### config.mk
export PLATFORM = sky130hd
export DESIGN_NAME = mul_fp32_ctrl_flat
export DESIGN_NICKNAME = d
export VERILOG_FILES = /design/src/rtl/mul_fp32_ctrl_pkg.sv /design/src/rtl/mul_fp32_ctrl_if.sv /design/src/rtl/mul_fp32_ctrl_fifo_sync.sv /design/src/rtl/mul_fp32_ctrl.sv /design/src/flat_wrapper.sv
export SDC_FILE = /design/constraint.sdc
export NUM_CORES = 1
export LEC_CHECK = 0
export CORE_AREA = 2 2 121 211
export CTS_CLUSTER_DIAMETER = 80
export DETAILED_ROUTE_END_ITERATION = 6
export DIE_AREA = 0 0 123 213
export PLACE_DENSITY = 0.81
export SETUP_SLACK_MARGIN = 0.5
export SKIP_CTS_REPAIR_TIMING = 1
export SYNTH_ARGS = -nofsm -noshare
export SYNTH_HDL_FRONTEND = slang
export SYNTH_SLANG_ARGS = --single-unit
### constraint.sdc
create_clock -name clock -period 8.8 [get_ports clock]
set_clock_uncertainty 0.2 [all_clocks]
set_input_delay 1.32 -clock clock [delete_from_list [all_inputs] [get_ports clock]]
set_output_delay 1.32 -clock clock [all_outputs]
set_load 0.05 [all_outputs]
### src/rtl/mul_fp32_ctrl_pkg.sv
// Shared definitions for the mul_fp32 issue/collect controller:
// rounding-mode encodings, multiplier latency and the response payload type.
package mul_fp32_ctrl_pkg;

    // Fixed pipeline depth of mul_fp32: inputs at d0, outputs visible at d4.
    localparam int MUL_FP32_LAT = 4;

    // Width of the rounding-mode field.
    localparam int RM_W = 3;

    // Rounding-mode encodings understood by mul_fp32.
    typedef enum logic [RM_W-1:0] {
        RM_RTE = 3'b000,
        RM_RTZ = 3'b001,
        RM_RDN = 3'b010,
        RM_RUP = 3'b011,
        RM_RMM = 3'b100
    } rm_e;

    // Per-op result as captured from mul_fp32 and held in the response FIFO.
    typedef struct packed {
        logic [31:0] result;
        logic        nv;
        logic        of;
    } mul_rsp_t;

    localparam int RSP_W = $bits(mul_rsp_t);

endpackage

### src/rtl/mul_fp32_ctrl_if.sv
// Request/response handshake bundle between a client and mul_fp32_ctrl.
// The client side uses the master modport, the controller the slave modport.
interface mul_fp32_ctrl_if #(parameter int TAG_W = 4);
    import mul_fp32_ctrl_pkg::*;

    logic             req_valid;
    logic             req_ready;
    logic [RM_W-1:0]  req_rm;
    logic [31:0]      req_src1;
    logic [31:0]      req_src2;
    logic [TAG_W-1:0] req_tag;

    logic             rsp_valid;
    logic             rsp_ready;
    logic [31:0]      rsp_result;
    logic             rsp_nv;
    logic             rsp_of;
    logic [TAG_W-1:0] rsp_tag;

    modport master (
        output req_valid, req_rm, req_src1, req_src2, req_tag, rsp_ready,
        input  req_ready, rsp_valid, rsp_result, rsp_nv, rsp_of, rsp_tag
    );

    modport slave (
        input  req_valid, req_rm, req_src1, req_src2, req_tag, rsp_ready,
        output req_ready, rsp_valid, rsp_result, rsp_nv, rsp_of, rsp_tag
    );

endinterface

### src/rtl/mul_fp32_ctrl_fifo_sync.sv
// fifo_sync: synchronous show-ahead FIFO with registered storage.
// The head entry is always visible on pop_data; push and pop in the same
// cycle are both honoured, including when the FIFO is full.
module fifo_sync #(
    parameter int WIDTH = 8,
    parameter int DEPTH = 8
) (
    input  logic                       clock,
    input  logic                       reset,
    input  logic                       push,
    input  logic [WIDTH-1:0]           push_data,
    input  logic                       pop,
    output logic [WIDTH-1:0]           pop_data,
    output logic                       full,
    output logic                       empty,
    output logic [$clog2(DEPTH+1)-1:0] count
);

    localparam int PTR_W = (DEPTH > 1) ? $clog2(DEPTH) : 1;
    localparam int CNT_W = $clog2(DEPTH+1);

    logic [WIDTH-1:0] mem [DEPTH];
    logic [PTR_W-1:0] rd_ptr;
    logic [PTR_W-1:0] wr_ptr;
    logic             do_push;
    logic             do_pop;

    // Pointers wrap explicitly so DEPTH need not be a power of two.
    function automatic logic [PTR_W-1:0] ptr_next(input logic [PTR_W-1:0] p);
        return (p == PTR_W'(DEPTH-1)) ? '0 : p + PTR_W'(1);
    endfunction

    assign empty    = (count == '0);
    assign full     = (count == CNT_W'(DEPTH));
    assign do_pop   = pop && !empty;
    assign do_push  = push && (!full || do_pop);
    assign pop_data = mem[rd_ptr];

    // Storage array; contents are don't-care until written, so no reset.
    always_ff @(posedge clock) begin
        if (do_push) begin
            mem[wr_ptr] <= push_data;
        end
    end

    // Read/write pointers and occupancy count.
    always_ff @(posedge clock) begin
        if (reset) begin
            rd_ptr <= '0;
            wr_ptr <= '0;
            count  <= '0;
        end else begin
            if (do_push) begin
                wr_ptr <= ptr_next(wr_ptr);
            end
            if (do_pop) begin
                rd_ptr <= ptr_next(rd_ptr);
            end
            case ({do_push, do_pop})
                2'b10:   count <= count + CNT_W'(1);
                2'b01:   count <= count - CNT_W'(1);
                default: count <= count;
            endcase
        end
    end

endmodule

### src/rtl/mul_fp32_ctrl.sv
// mul_fp32_ctrl: issue/collect controller wrapped around mul_fp32.
// Requests are forwarded to the multiplier in the accept cycle, tracked
// through its fixed latency and their results queued in a response FIFO.
// A credit counter bounds in-flight plus buffered ops to DEPTH, so the FIFO
// can never overflow even though mul_fp32 cannot stall.
// Optional build macro MUL_FP32_CTRL_FLAGS_EN adds sticky nv/of flags
// (ports flags_clr, flags_nv, flags_of).
module mul_fp32_ctrl
    import mul_fp32_ctrl_pkg::*;
#(
    parameter int DEPTH = 8,
    parameter int TAG_W = 4,
    parameter int LAT   = MUL_FP32_LAT
) (
    input  logic            clock,
    input  logic            reset,
    mul_fp32_ctrl_if.slave  bus,
    output logic            mul_en,
    output logic [RM_W-1:0] mul_rm,
    output logic [31:0]     mul_src1,
    output logic [31:0]     mul_src2,
    input  logic [31:0]     mul_result,
    input  logic            mul_nv,
    input  logic            mul_of,
    output logic            busy
`ifdef MUL_FP32_CTRL_FLAGS_EN
    ,
    input  logic            flags_clr,
    output logic            flags_nv,
    output logic            flags_of
`endif
);

    localparam int CNT_W   = $clog2(DEPTH+1);
    localparam int ENTRY_W = RSP_W + TAG_W;

    logic [CNT_W-1:0]   cnt;
    logic               fire;
    logic               pop;
    logic [LAT-1:0]     vld;
    logic [TAG_W-1:0]   tag_pipe [LAT];
    logic               push;
    mul_rsp_t           push_rsp;
    mul_rsp_t           head_rsp;
    logic [ENTRY_W-1:0] push_data;
    logic [ENTRY_W-1:0] head;
    logic               fifo_full;
    logic               fifo_empty;
    logic [CNT_W-1:0]   fifo_count;

    // Credits come only from registers (and reset), never from rsp_ready.
    assign bus.req_ready = !reset && (cnt < CNT_W'(DEPTH));
    assign fire          = bus.req_valid && bus.req_ready;
    assign pop           = bus.rsp_valid && bus.rsp_ready;

    // The op enters mul_fp32 in the accept cycle.
    assign mul_en   = fire;
    assign mul_rm   = bus.req_rm;
    assign mul_src1 = bus.req_src1;
    assign mul_src2 = bus.req_src2;

    assign busy = (cnt != '0);

    // Credit counter: ops accepted and not yet popped.
    always_ff @(posedge clock) begin
        if (reset) begin
            cnt <= '0;
        end else begin
            case ({fire, pop})
                2'b10:   cnt <= cnt + CNT_W'(1);
                2'b01:   cnt <= cnt - CNT_W'(1);
                default: cnt <= cnt;
            endcase
        end
    end

    // Valid bits shadowing the multiplier pipeline; cleared on reset so late results are dropped.
    always_ff @(posedge clock) begin
        if (reset) begin
            vld <= '0;
        end else begin
            vld[0] <= fire;
            for (int k = 1; k < LAT; k++) begin
                vld[k] <= vld[k-1];
            end
        end
    end

    // Tags travel alongside the valid bits and need no reset.
    always_ff @(posedge clock) begin
        tag_pipe[0] <= bus.req_tag;
        for (int k = 1; k < LAT; k++) begin
            tag_pipe[k] <= tag_pipe[k-1];
        end
    end

    // When the last tracking stage is valid, the multiplier outputs belong to its tag.
    assign push      = vld[LAT-1];
    assign push_rsp  = '{result: mul_result, nv: mul_nv, of: mul_of};
    assign push_data = {push_rsp, tag_pipe[LAT-1]};

    fifo_sync #(
        .WIDTH (ENTRY_W),
        .DEPTH (DEPTH)
    ) u_rsp_fifo (
        .clock     (clock),
        .reset     (reset),
        .push      (push),
        .push_data (push_data),
        .pop       (pop),
        .pop_data  (head),
        .full      (fifo_full),
        .empty     (fifo_empty),
        .count     (fifo_count)
    );

    assign {head_rsp, bus.rsp_tag} = head;
    assign bus.rsp_valid  = !fifo_empty;
    assign bus.rsp_result = head_rsp.result;
    assign bus.rsp_nv     = head_rsp.nv;
    assign bus.rsp_of     = head_rsp.of;

    // Credit invariant: the FIFO never receives a push while full and never holds more than cnt.
    always_ff @(posedge clock) begin
        if (!reset) begin
            assert (!(push && fifo_full));
            assert (fifo_count <= cnt);
        end
    end

`ifdef MUL_FP32_CTRL_FLAGS_EN
    // Sticky flags; a pop in the clear cycle still sets them.
    always_ff @(posedge clock) begin
        if (reset) begin
            flags_nv <= 1'b0;
            flags_of <= 1'b0;
        end else begin
            flags_nv <= (flags_clr ? 1'b0 : flags_nv) | (pop & bus.rsp_nv);
            flags_of <= (flags_clr ? 1'b0 : flags_of) | (pop & bus.rsp_of);
        end
    end
`endif

endmodule
### src/flat_wrapper.sv
// flat-port wrapper written by rule: the top's interface ports become plain ports
module mul_fp32_ctrl_flat import mul_fp32_ctrl_pkg::*;
#(
    parameter int DEPTH = 8,
    parameter int TAG_W = 4,
    parameter int LAT   = MUL_FP32_LAT
)
  (clock, reset, mul_en, mul_rm, mul_src1, mul_src2, mul_result, mul_nv, mul_of, busy, bus_req_valid, bus_req_rm, bus_req_src1, bus_req_src2, bus_req_tag, bus_rsp_ready, bus_req_ready, bus_rsp_valid, bus_rsp_result, bus_rsp_nv, bus_rsp_of, bus_rsp_tag);
  mul_fp32_ctrl_if #(.TAG_W(TAG_W)) bus_i ();
  input  logic clock;
  input  logic reset;
  output logic mul_en;
  output logic [RM_W-1:0] mul_rm;
  output logic [31:0] mul_src1;
  output logic [31:0] mul_src2;
  input  logic [31:0] mul_result;
  input  logic mul_nv;
  input  logic mul_of;
  output logic busy;
  input wire logic [$bits(bus_i.req_valid)-1:0] bus_req_valid;
  input wire logic [$bits(bus_i.req_rm)-1:0] bus_req_rm;
  input wire logic [$bits(bus_i.req_src1)-1:0] bus_req_src1;
  input wire logic [$bits(bus_i.req_src2)-1:0] bus_req_src2;
  input wire logic [$bits(bus_i.req_tag)-1:0] bus_req_tag;
  input wire logic [$bits(bus_i.rsp_ready)-1:0] bus_rsp_ready;
  output wire logic [$bits(bus_i.req_ready)-1:0] bus_req_ready;
  output wire logic [$bits(bus_i.rsp_valid)-1:0] bus_rsp_valid;
  output wire logic [$bits(bus_i.rsp_result)-1:0] bus_rsp_result;
  output wire logic [$bits(bus_i.rsp_nv)-1:0] bus_rsp_nv;
  output wire logic [$bits(bus_i.rsp_of)-1:0] bus_rsp_of;
  output wire logic [$bits(bus_i.rsp_tag)-1:0] bus_rsp_tag;
  assign bus_i.req_valid = bus_req_valid;
  assign bus_i.req_rm = bus_req_rm;
  assign bus_i.req_src1 = bus_req_src1;
  assign bus_i.req_src2 = bus_req_src2;
  assign bus_i.req_tag = bus_req_tag;
  assign bus_i.rsp_ready = bus_rsp_ready;
  assign bus_req_ready = bus_i.req_ready;
  assign bus_rsp_valid = bus_i.rsp_valid;
  assign bus_rsp_result = bus_i.rsp_result;
  assign bus_rsp_nv = bus_i.rsp_nv;
  assign bus_rsp_of = bus_i.rsp_of;
  assign bus_rsp_tag = bus_i.rsp_tag;
  mul_fp32_ctrl #(.DEPTH(DEPTH), .TAG_W(TAG_W), .LAT(LAT)) u_core (.clock(clock), .reset(reset), .bus(bus_i), .mul_en(mul_en), .mul_rm(mul_rm), .mul_src1(mul_src1), .mul_src2(mul_src2), .mul_result(mul_result), .mul_nv(mul_nv), .mul_of(mul_of), .busy(busy));
endmodule
==> results of run 1 <==
-- cells by family (layout without fill, tap and decap cells) --
kind of cell             Yosys count  in the layout  share of synthesized area
flip-flops                       341            341                      0.742
multiplexers                     119            119                      0.165
buffers and inverters             97            152                     0.0495
AND/OR/NAND/NOR                   48             48                     0.0186
AO/OA/AOI/OAI                     21             21                     0.0113
adder cells (fa/ha/maj)           10             10                    0.00997
XOR/XNOR                           6              6                    0.00395
other                              0              1                          0
-- cell type report --
type | count | area [um^2] | share of cell area
diodes | 1 | 2.50 | 0.000167
clock buffers | 37 | 776 | 0.0518
clock inverters | 15 | 178 | 0.0119
inverters | 7 | 26.3 | 0.00175
multi-input cells | 204 | 2820 | 0.189
flip-flops and latches | 341 | 9880 | 0.659
well taps | 312 | 390 | 0.0261
repair buffers | 93 | 906 | 0.0605
-- cell usage after synthesis, drive strengths merged, types with 7 or more instances --
master / instances / share of area
ha: 9 / 0.0085
inv: 7 / 0.0020
dfxtp: 37 / 0.056
mux2: 40 / 0.034
a21oi: 10 / 0.0038
mux4: 76 / 0.13
edfxtp: 304 / 0.69
clkbuf: 11 / 0.0031
nor2: 13 / 0.0037
nand2: 9 / 0.0025
buf: 79 / 0.044
-- registers in the layout (all words and copies together), names as in the netlist, named ones only --
| signal | flops |
|---|---|
| u_core.u_rsp_fifo.mem | 304 |
| u_core.cnt | 4 |
| u_core.tag_pipe | 16 |
| u_core.u_rsp_fifo.rd_ptr | 3 |
| u_core.u_rsp_fifo.count | 4 |
| u_core.u_rsp_fifo.wr_ptr | 3 |
| u_core.vld | 4 |
-- critical path, cell delays in order (launching register included) --
cell	delay [ns]
sky130_fd_sc_hd__dfxtp_4	0.69
sky130_fd_sc_hd__buf_4	0.86
sky130_fd_sc_hd__mux4_2	0.63
sky130_fd_sc_hd__mux2_2	0.34
sky130_fd_sc_hd__clkdlybuf4s50_1	0.72
-- worst paths after layout --
| path | start | to | cells past startpoint |
|---|---|---|---|
| worst max register to register | u_core.u_rsp_fifo.count[0]$_SDFFE_PP0P_ | u_core.u_rsp_fifo.mem[6][29]$_DFFE_PP_ | 4 |
| worst min register to register | u_core.tag_pipe[1][1]$_DFF_P_ | u_core.tag_pipe[2][1]$_DFF_P_ | 0 |
| worst min-delay path | u_core.tag_pipe[1][1]$_DFF_P_ | u_core.tag_pipe[2][1]$_DFF_P_ | 0 |
| worst max-delay path | flop | bus_rsp_tag[2] | 4 |
-- per-stage QoR --
stage               std cells  setup slack [ns]   util
floorplan                 642              2.87      -
global placement          957              3.98  0.572
detailed placement        957              3.84  0.572
CTS                      1009              3.31  0.611
global route             1010              3.18  0.611
finish                   1010              3.43  0.611
-- where the power goes --
| part | internal (uW) | switching (uW) | leakage [uW] | total [uW] |
|---|---|---|---|---|
| logic | 442 | 509 | 0.00124 | 951 |
| clock network | 739 | 534 | 0.000464 | 1270 |
| registers | 1790 | 87.9 | 0.00304 | 1880 |
-- layer usage --
layer,track usage,share of wire
met3,0.0339,0.059
met2,0.350,0.55
met5,0,0
met4,0.0799,0.031
met1,0.226,0.36
==> results.md, run 1 <==
* Initial Utilization at 0.542
* Total iterations of the first detailed-routing run at 5
* # IOs at 218
* Syn nets at 761
* Tcrit/Tclk final at 0.610
* Global placer's final weighted congestion at 0.716
* Worst-path clk slew at 0.07 ns
* Hold Vio Cnt, Final at 0
* Overall global routing resource usage at 0.194
* Placed Instance Area at 0.0140 mm^2
* Starting DRT DRC Count at 508
* Actual transition at the worst max-transition pin at 1.17 ns
* Mean instance size in the synthesized netlist at 20.7 um^2
* Total chip power at 4100 uW
* Synthesized instance count at 642
* Slew Limit Headroom at 0.218
* Setup TNS after final layout at 0 ns
* Number of distinct standard cells referenced by the synthesized netlist at 38
* Most common flop cell mapped by yosys: sky130_fd_sc_hd__edfxtp_1
* Filler cell count at 1,626
* Highest clock rate at 186 MHz
* Yosys warns at 0
* Die height at 213 um
* Longest Clk Path Bufs at 3
* Initial antenna violation count at 1
* Post-Route WL at 24,900 um
* Data required time of the worst path at 7.28 ns
* DIE AREA at 0.0262 mm^2
* Layout cells sized above 1 at 0.263
* Clock buffer count from CTS at 29
* Outcome: complete, no violations
* Routed Antenna Nets at 0
* Area of the mapped netlist at 0.0133 mm^2
* Gr ovfl total at 0
* Number of global-route vias before repair at 6,414
* Clk Latency, worst-skew pair at 0.54 ns
* Max-slew violation count at 0
* Unrepaired setup endpoints after global routing: false
* Largest fanout of any net on the critical path at 50
* Chip Width at 123 um
* Number of port buffers at 83
* Cell area after layout at 0.0150 mm^2
* Post-synthesis register bit count at 341
* Pin count of the biggest net entering global routing at 77
* Setup-failing EPs final at 0
* DR vias/cell at 5.96
* Worst-case hold slack at 0.121 ns
* Total power divided by cell area at 274 mW/mm^2
* Area inside the core boundary at 0.0245 mm^2
* Sequential area share after synthesis at 0.742
* # DRC at 0
* Total of max-cap violations at 0
* Number of sinks driven by the clock tree at 341
* Layout Nets at 795
* Register-to-register path setup slack at 5.77 ns
* Global-route wire length before repair at 37,200 um
* Number of placement rows at 76
* Kind of path behind the tightest hold check: reg2reg
* DP HPWL at 13,500 um
* Synthesis-to-layout area growth at 12.6%
* Root buffer cell: sky130_fd_sc_hd__clkbuf_16
* Arrival time reported for the critical path endpoint at 3.85 ns
* Drt wl/cell at 24.7 um
* Crit path kind: reg2out
* Number of enable flip-flop cells after synthesis at 304
* H-tree depth at 1
* TritonCTS clock tree: done
* Via count of the routed design at 6,022
* Cell leakage power at 0.00474 uW
* Proportion of synthesized flip-flops having asynchronous set or reset at 0
* Worst setup SP type: flop
* Period minus WS final at 5.37 ns
* Peak supply drop at 0.245 mV
* Highest-count cells in the layout ignoring fill and taps: sky130_fd_sc_hd__edfxtp_1, sky130_fd_sc_hd__clkdlybuf4s50_1, sky130_fd_sc_hd__mux4_2
* Type of destination of the critical path: output pin
* Most common cell after layout, fill and taps aside: sky130_fd_sc_hd__edfxtp_1
Note: power is estimated with default switching activity, not from simulation.
==> run 2, diff against run 1 <==
--- a/config.mk
+++ b/config.mk
@@ -5,11 +5,11 @@
 export SDC_FILE = /design/constraint.sdc
 export NUM_CORES = 1
 export LEC_CHECK = 0
-export CORE_AREA = 2 2 121 211
+export CORE_AREA = 2 2 123 215
 export CTS_CLUSTER_DIAMETER = 80
 export DETAILED_ROUTE_END_ITERATION = 6
-export DIE_AREA = 0 0 123 213
-export PLACE_DENSITY = 0.81
+export DIE_AREA = 0 0 125 217
+export PLACE_DENSITY = 0.79
 export SETUP_SLACK_MARGIN = 0.5
 export SKIP_CTS_REPAIR_TIMING = 1
 export SYNTH_ARGS = -nofsm -noshare
==> constraint.sdc (replaced) <==
create_clock -name clock -period 5.6 [get_ports clock]
set_clock_uncertainty 0.2 [all_clocks]
set_input_delay 0.84 -clock clock [delete_from_list [all_inputs] [get_ports clock]]
set_output_delay 0.84 -clock clock [all_outputs]
set_load 0.05 [all_outputs]
==> results.md, run 2 (same netlist as run 1, synthesis figures left out) <==
* Post-place setup slack at 1.66 ns (-2.19 ns)
* Kind of path behind the tightest hold check: reg2reg
* Peak supply drop at 0.312 mV (+28%)
* Chip Width at 125 um (+1.6%)
* Data required time of the worst path at 4.56 ns (-2.72 ns)
* Filler cell count at 1,791 (+10%)
* Largest register by flop count: u_core.u_rsp_fifo.mem
* Crit-path slowest cell: sky130_fd_sc_hd__dfxtp_4
* Arrival time reported for the critical path endpoint at 3.36 ns (-0.49 ns)
* Area inside the core boundary at 0.0256 mm^2 (+4.2%)
* Clock buffer count from CTS at 28 (-3.4%)
* Initial antenna violation count at 1 (unchanged)
* Largest fanout of any net on the critical path at 44 (-12%)
* Crit-path cells: buf_12 > mux4_2 > mux2_2 > clkdlybuf4s50_1
* Top Metal Used: met4
* Metal2 WL at 13,300 um (-2.0%)
* # IOs at 218 (unchanged)
* Starting DRT DRC Count at 615 (+21%)
* DIE AREA at 0.0271 mm^2 (+3.5%)
* Worst setup SP type: flop
* Number of placement rows at 78 (+2.6%)
* Die height at 217 um (+1.9%)
* Metal1 wirelength at 8810 um (-3.0%)
* Longest Clk Path Bufs at 3 (unchanged)
* Global-route wire length before repair at 37,000 um (-0.63%)
* Crit path kind: reg2out
* Number of sinks driven by the clock tree at 341 (unchanged)
* Post-Route WL at 24,200 um (-2.7%)
* Clk Latency, worst-skew pair at 0.54 ns (about the same)
* Number of port buffers at 83 (unchanged)
* Drt wl/cell at 23.7 um (-3.8%)
* Final standard cell utilization of the core at 0.586 (-0.0248)
* Worst-path clk slew at 0.07 ns (about the same)
* Root buffer cell: sky130_fd_sc_hd__clkbuf_16
* Highest-count cells in the layout ignoring fill and taps: sky130_fd_sc_hd__edfxtp_1, sky130_fd_sc_hd__clkdlybuf4s50_1, sky130_fd_sc_hd__mux4_2
* Routed Antenna Nets at 0 (unchanged)
* Max-slew violation count at 0 (unchanged)
* Most common cell after layout, fill and taps aside: sky130_fd_sc_hd__edfxtp_1
* Period minus WS final at 4.40 ns
* Highest clock rate at 227 MHz
* Outcome: complete, no violations
* Total iterations of the first detailed-routing run at 5 (unchanged)
* Setup TNS after final layout at 0 ns (unchanged)
* Type of destination of the critical path: output pin
* Gr ovfl total at 0 (unchanged)
* Number of global-route vias before repair at 6,405 (-0.14%)
* Setup WS post-layout at 1.20 ns (-2.24 ns)
* Unrepaired setup endpoints after global routing: false
* Total power divided by cell area at 422 mW/mm^2 (+54%)
* DR vias/cell at 5.82 (-2.4%)
* DP HPWL at 13,900 um (+3.3%)
* # DRC at 0 (unchanged)
* Layout cells sized above 1 at 0.273 (+0.0103)
* Overall global routing resource usage at 0.179 (-0.0145)
* Layout Nets at 797 (+0.25%)
* TritonCTS clock tree: done
* Hold Vio Cnt, Final at 0 (unchanged)
* Global placer's final weighted congestion at 0.757 (+5.8%)
* Slew Limit Headroom at 0.245 (+0.0268)
* Total of max-cap violations at 0 (unchanged)
* Via count of the routed design at 5,944 (-1.3%)
* Pin count of the biggest net entering global routing at 77 (unchanged)
* H-tree depth at 1 (unchanged)
* Met3 Routed Length at 1530 um (+4.6%)
* Actual transition at the worst max-transition pin at 1.13 ns (-0.0338 ns)
* Largest regs: u_core.u_rsp_fifo.mem (304), u_core.tag_pipe (16)
* Flip-flop count of the largest register after layout at 304 (unchanged)
* Setup-failing EPs final at 0 (unchanged)
* Tcrit/Tclk final at 0.786
* Cell leakage power at 0.00473 uW (-0.18%)
* Initial Utilization at 0.520 (-0.0220)
* Synthesis-to-layout area growth at 12.6% (about the same)
* Largest incremental delay on the critical path at 0.79 ns (-0.07 ns)
[run 2: cell count changes in the layout (fill, tap and decap cells not counted), moves of 2 or more]
cell / change
sky130_fd_sc_hd__clkinvlp_4: +3
sky130_fd_sc_hd__buf_4: +2
sky130_fd_sc_hd__clkinv_1: -2
sky130_fd_sc_hd__clkinv_4: +4
sky130_fd_sc_hd__bufinv_16: -4
sky130_fd_sc_hd__clkbuf_1: -3
[run 2: worst max-delay path, delay by kind of cell, from the launching register on]
kind	cells	cell delay [ns]
buf+inv	2	1.15
flops	1	0.79
mux	2	0.83
[run 2: report_power, final]
part | total [uW] | switching [uW] | internal [uW] | leakage (uW)
registers | 2970 | 153 | 2820 | 0.00304
clock network | 1880 | 878 | 1010 | 0.000436
logic | 1470 | 769 | 699 | 0.00126
total | 6320 | 1800 | 4520 | 0.00473
[run 2: final timing paths]
check / startpoint / end / slack (ns) / cells past startpoint
worst max-delay path: flop / bus_rsp_result[7] / 1.20 / 4
worst min register to register: u_core.tag_pipe[2][0]$_DFF_P_ / u_core.tag_pipe[3][0]$_DFF_P_ / 0.13 / 0
worst max register to register: u_core.u_rsp_fifo.count[3]$_SDFFE_PP0P_ / u_core.u_rsp_fifo.count[3]$_SDFFE_PP0P_ / 2.70 / 8
worst min-delay path: u_core.tag_pipe[2][0]$_DFF_P_ / u_core.tag_pipe[3][0]$_DFF_P_ / 0.13 / 0
[run 2: layout make-up]
| class | count | area (um^2) | area share |
|---|---|---|---|
| sequential | 341 | 9880 | 0.660 |
| multi-input combinational | 204 | 2830 | 0.189 |
| timing repair buffer | 96 | 941 | 0.0628 |
| clock buffer | 36 | 786 | 0.0525 |
| tap | 320 | 400 | 0.0267 |
| clock inverter | 16 | 111 | 0.00743 |
| inverter | 7 | 26.3 | 0.00175 |
| antenna | 1 | 2.50 | 0.000167 |
[run 2: metal layers]
metal | vias to the layer above | GRT usage
met4 | 0 | 0.0652
met2 | 201 | 0.323
li1 | 2575 | -
met3 | 50 | 0.0369
met5 | - | 0
met1 | 3118 | 0.213
[run 2: per-stage QoR]
step | area, um^2 | power [uW] | cells | hold slack (ns)
2_1_floorplan | 13300 | 4240 | 642 | 0.110
3_5_place_dp | 14100 | 4510 | 968 | 0.114
3_3_place_gp | 14100 | 4450 | 968 | 0.110
6_report | 15000 | 6320 | 1021 | 0.126
4_1_cts | 15000 | 6380 | 1020 | 0.130
5_1_grt | 15000 | 6560 | 1021 | 0.137
